`config.mk`:
```
export PLATFORM = sky130hd
export DESIGN_NAME = fixed_point_accumulator
export DESIGN_NICKNAME = d
export VERILOG_FILES = /design/src/rtl/fixed_point_accumulator.sv
export SDC_FILE = /design/constraint.sdc
export NUM_CORES = 1
export LEC_CHECK = 0
export CORE_MARGIN = 3
export CORE_UTILIZATION = 40
export DETAILED_ROUTE_END_ITERATION = 16
export PLACE_DENSITY = 0.67
export REMOVE_ABC_BUFFERS = 1
export SYNTH_ARGS = -nofsm -noshare
export SYNTH_HDL_FRONTEND = slang
export SYNTH_SLANG_ARGS = --single-unit
```
`constraint.sdc`:
```
create_clock -name clk -period 2.1 [get_ports clk]
set_clock_uncertainty 0.05 [all_clocks]
set_input_delay 0.42 -clock clk [delete_from_list [all_inputs] [get_ports clk]]
set_output_delay 0.42 -clock clk [all_outputs]
set_load 0.01 [all_outputs]
```
`src/rtl/fixed_point_accumulator.sv`:
```
// Packet accumulator for signed fixed-point beats, with per-packet overflow flag.
// The sum can either saturate or wrap, and is held at the output until downstream accepts it.
module fixed_point_accumulator #(
    parameter int INTEGER_PART_WIDTH    = 2,
    parameter int FRACTIONAL_PART_WIDTH = 1,
    parameter int SATURATE              = 1,
    localparam int NUMBER_WIDTH         = INTEGER_PART_WIDTH + FRACTIONAL_PART_WIDTH
) (
    input  logic                    clk,
    input  logic                    rst,
    input  logic                    in_valid,
    output logic                    in_ready,
    input  logic [NUMBER_WIDTH-1:0] in_data,
    input  logic                    in_last,
    output logic                    out_valid,
    input  logic                    out_ready,
    output logic [NUMBER_WIDTH-1:0] out_data,
    output logic                    out_overflow
);

    localparam logic [NUMBER_WIDTH-1:0] MAX_VAL = {1'b0, {(NUMBER_WIDTH-1){1'b1}}};
    localparam logic [NUMBER_WIDTH-1:0] MIN_VAL = {1'b1, {(NUMBER_WIDTH-1){1'b0}}};

    typedef enum logic {ACCUMULATE, OUTPUT} state_t;

    state_t                  state_q;
    logic [NUMBER_WIDTH-1:0] acc_q;
    logic                    ovfSticky_q;
    logic                    outValid_q;
    logic [NUMBER_WIDTH-1:0] outData_q;
    logic                    outOverflow_q;

    logic [NUMBER_WIDTH:0]   sumWide;
    logic                    addOvf;
    logic [NUMBER_WIDTH-1:0] sum_d;
    logic                    ovfSticky_d;

    // With sign-extended operands, overflow shows up as the top two bits disagreeing;
    // the top bit is then the true sign of the sum and picks the clamp direction.
    always_comb begin
        sumWide     = {acc_q[NUMBER_WIDTH-1], acc_q} + {in_data[NUMBER_WIDTH-1], in_data};
        addOvf      = sumWide[NUMBER_WIDTH] ^ sumWide[NUMBER_WIDTH-1];
        sum_d       = sumWide[NUMBER_WIDTH-1:0];
        if (addOvf && (SATURATE != 0)) begin
            sum_d = sumWide[NUMBER_WIDTH] ? MIN_VAL : MAX_VAL;
        end
        ovfSticky_d = ovfSticky_q | addOvf;
    end

    always_ff @(posedge clk or posedge rst) begin
        if (rst) begin
            state_q       <= ACCUMULATE;
            acc_q         <= '0;
            ovfSticky_q   <= 1'b0;
            outValid_q    <= 1'b0;
            outData_q     <= '0;
            outOverflow_q <= 1'b0;
        end else begin
            case (state_q)
                ACCUMULATE: begin
                    if (in_valid) begin
                        if (in_last) begin
                            outData_q     <= sum_d;
                            outOverflow_q <= ovfSticky_d;
                            outValid_q    <= 1'b1;
                            state_q       <= OUTPUT;
                        end else begin
                            acc_q       <= sum_d;
                            ovfSticky_q <= ovfSticky_d;
                        end
                    end
                end
                OUTPUT: begin
                    // Accumulator is cleared only once the sum has been taken downstream.
                    if (out_ready) begin
                        acc_q       <= '0;
                        ovfSticky_q <= 1'b0;
                        outValid_q  <= 1'b0;
                        state_q     <= ACCUMULATE;
                    end
                end
                default: state_q <= ACCUMULATE;
            endcase
        end
    end

    assign in_ready     = (state_q == ACCUMULATE);
    assign out_valid    = outValid_q;
    assign out_data     = outData_q;
    assign out_overflow = outOverflow_q;

endmodule

```
==> run summary <==
## Clock network
• **number of buffers inserted by hold repair at cts** 0
• **clock insertion delay at the later pin of the skew report** 270 ps
• **number of buffers inserted during clock tree synthesis** 3
• **clock tree from TritonCTS** built
• **buffer type at the clock tree root** clkbuf_4
• **deepest clock path buffer count** 2
• **clock sinks** 10
• **clock transition time at the flip-flop clock pins of the worst setup and hold paths** 70 ps
• **CTS H-tree lvls** 1

## Power
• **power consumption** 0.991 mW
• **Power Internal** 0.643 mW
• **Power Density** 1240 mW/mm^2
• **leakage power total** 0.368 nW
• **net switching power of the design** 0.347 mW
• **clock share of power** 0.180
• **worst-case vdd ir drop** 0.765 mV
• **Flop pwr share** 0.314
• **switching part of the total** 0.351
• **combinational group share of total power** 0.506

## Worst hold path
• **classification of the worst-slack hold path** in -> async

## Synth
• **commonest cells in the netlist** dfrtp_1 (10), nand2_1 (10), a21oi_1 (6)
• **library cell with the largest summed area after synthesis** dfrtp_1
• **Synth top area share** 0.442
• **proportion of synthesized chip area in sequential cells** 0.442
• **synthesized netlist cell count** 58
• **synthesis warning total** 0
• **average size of a mapped cell** 9.77 sq um
• **Post-synth EDFFs** 0
• **Syn Std Cell Area** 567 sq um
• **post-synthesis sequential element count** 10
• **Main synth FF type** dfrtp_1
• **FFs w/ async S/R, synth** 1.00
• **synth top area cells** dfrtp_1 (44%), ha_1 (6.6%), nand2_1 (6.6%), a21oi_1 (5.3%), fa_1 (3.5%)
• **count of cell types in the netlist** 25

## Final layout
• **NumNets Final** 93
• **Final Instance Area** 796 sq um
• **final non-filler cell total** 94
• **diodes inserted** 0
• **fill cell total of the finished layout** 109
• **synth-to-layout area growth** 40.4%
• **fraction of layout cells with a size suffix above 1** 0.200

## Timing
• **setup violators final** 0
• **final number of hold-violating endpoints** 0
• **part of the cycle the worst path needs** 0.941
• **number of pins with negative max-slew slack in the final report** 0
• **Worst Hold Slack** 372 ps
• **unrepaired setup endpoints after global routing** no
• **Max-Slew Margin vs Limit** 0.691
• **time the final worst path needs with I/O delays and setup** 1980 ps
• **final worst slack** 123 ps
• **slew at the pin closest to its max-slew limit** 461 ps
• **fmax** 0.506 GHz

## Place
• **worst slack at placement** -290 ps
• **final HPWL from detailed placement** 961 um
• **count of placed standard cells including taps** 90
• **port buffer count** 13
• **final weighted congestion of routability-driven global placement** 0.767
• **total placed instance area** 752 sq um

## Route
• **total DRC errors in the routed layout** 0
• **via count** 469
• **detail-routed net length per standard cell** 13.0 um
• **first-iteration detailed-routing DRC count** 0
• **number of detailed-routing iterations run before antenna repair** 1
• **post-route antenna net violation count** 0
• **post-detailed-routing wire length** 1.22 mm
• **average via count per standard cell** 4.99

## Floorplanning
• **Die Wd** 43.6 um
• **die height** 43.6 um
• **Core Rows** 12
• **Top Ports** 14
• **die area** 0.00190 sq mm
• **effective utilization at floorplan** 0.466
• **core area** 0.00122 sq mm

## Critical path
• **cells on worst reg2reg path** 7
• **Worst setup EP type** flop
• **data arrival time of the worst path** 2110 ps
• **critical register-to-register path endpoint** out_data[0]
• **internal reg-to-reg setup slack** 240 ps
• **maximum fanout along the worst path** 5
• **Worst R2R Start** acc_q[0]
• **Worst Setup Path Type** in -> reg
• **Worst setup SP type** primary input
• **WP data required** 2240 ps

## Global routing
• **number of global-route vias before repair** 472
• **aggregate global-route resource usage** 0.145
• **GRT Residual Overflow** 0
• **global-route wire length before repair** 1.99 mm
• **initial antenna violation count** 0
• **maximum number of pins on one net before global-route repair** 11

## Run status
• **result of the run** complete, no violations

## Run
• **number of max-cap violations** 0

[metal layers]
layer  up-vias  part of all wire  global-route usage
met2         9              0.44               0.218
met4         0             0.020              0.0723
met5         -                 0                   0
li1        250                 -                   -
met3         4             0.055              0.0498
met1       206              0.48               0.183
[critical path: stages]
cell	delay, ps
clkdlybuf4s50_1	470
inv_1	60
fa_2	420
or2_1	260
a21boi_1	130
o22a_1	200
o21ai_1	140
[timing repair]
| item | CTS | global route |
|---|---|---|
| resized for setup | 0 | 4 |
| hold endpoints to repair | 0 | 0 |
| setup endpoints to repair | 0 | 4 |
| setup buffers | 0 | 0 |
[metrics by stage]
step	utilization	TNS [ps]
after floorplan	-	0
after global placement	0.618	-1300
after detailed placement	0.618	-1530
after CTS	0.648	0
after global routing	0.654	0
final	0.654	0
[power by group through the flow]
stage	registers (mW)	clock network, mW	logic, mW
after global routing	0.323	0.194	0.554
after CTS	0.311	0.184	0.500
final	0.311	0.179	0.501
after global placement	0.309	0	0.489
after detailed placement	0.313	0	0.497
after floorplan	0.325	0	0.285
[state kept, by name, summed over array words and instances, names as in the netlist]
register	count
acc_q	3
out_data	3
out_overflow	1
out_valid	1
ovfSticky_q	1
state_q	1
[layout make-up]
| class | count | area (sq um) | share of cell area |
|---|---|---|---|
| Sequential cell | 10 | 250 | 0.314 |
| Inverter | 5 | 18.8 | 0.0236 |
| Multi-Input combinational cell | 43 | 303 | 0.381 |
| Tap cell | 14 | 17.5 | 0.0220 |
| Clock buffer | 4 | 36.3 | 0.0456 |
| Timing Repair Buffer | 18 | 170 | 0.214 |
[worst max path at each step]
stage | slack (ps) | cells past startpoint | startpoint | to
floorplan | 200 | 7 | in_data[0] | acc_q[0]
global placement | -260 | 8 | in_data[0] | acc_q[0]
detailed placement | -290 | 8 | in_data[0] | out_data[0]
CTS | 2 | 8 | in_data[0] | out_data[0]
global route | 40 | 7 | in_data[1] | out_data[0]
finish | 120 | 7 | in_data[1] | out_data[0]
[logic make-up (layout without fill, tap and decap cells)]
logic type	count (synthesis)	after routing	synth area share
muxes	2	2	0.0375
AOI/OAI and AO/OA	19	19	0.225
and+or+nand+nor	17	17	0.146
xor gates and xnor gates	1	1	0.0155
DFF	10	10	0.442
adders and majority gates	4	4	0.102
buffers and inverters	5	27	0.0331
[placed cells by master, fill, tap and decap left out]
cell and n:
a21boi_0 1, a21boi_1 1, a21o_1 1, a21oi_1 6, a21oi_2 1, a221oi_2 1, a22o_1 1, buf_4 5
clkbuf_4 3, clkbuf_8 1, clkdlybuf4s50_1 12, dfrtp_1 10, dlymetal6s2s_1 1, fa_2 1, ha_1 2, ha_2 1
inv_1 4, inv_2 1, mux2_2 1, mux2i_1 1, nand2_1 10, nand2b_1 1, nand3_1 1, nand3b_1 1
nor2_1 2, nor3b_2 1, o21ai_0 2, o21ai_1 3, o22a_1 1, o31a_1 1, or2_1 1, xor2_1 1
Note: power is estimated with default switching activity, not from simulation.
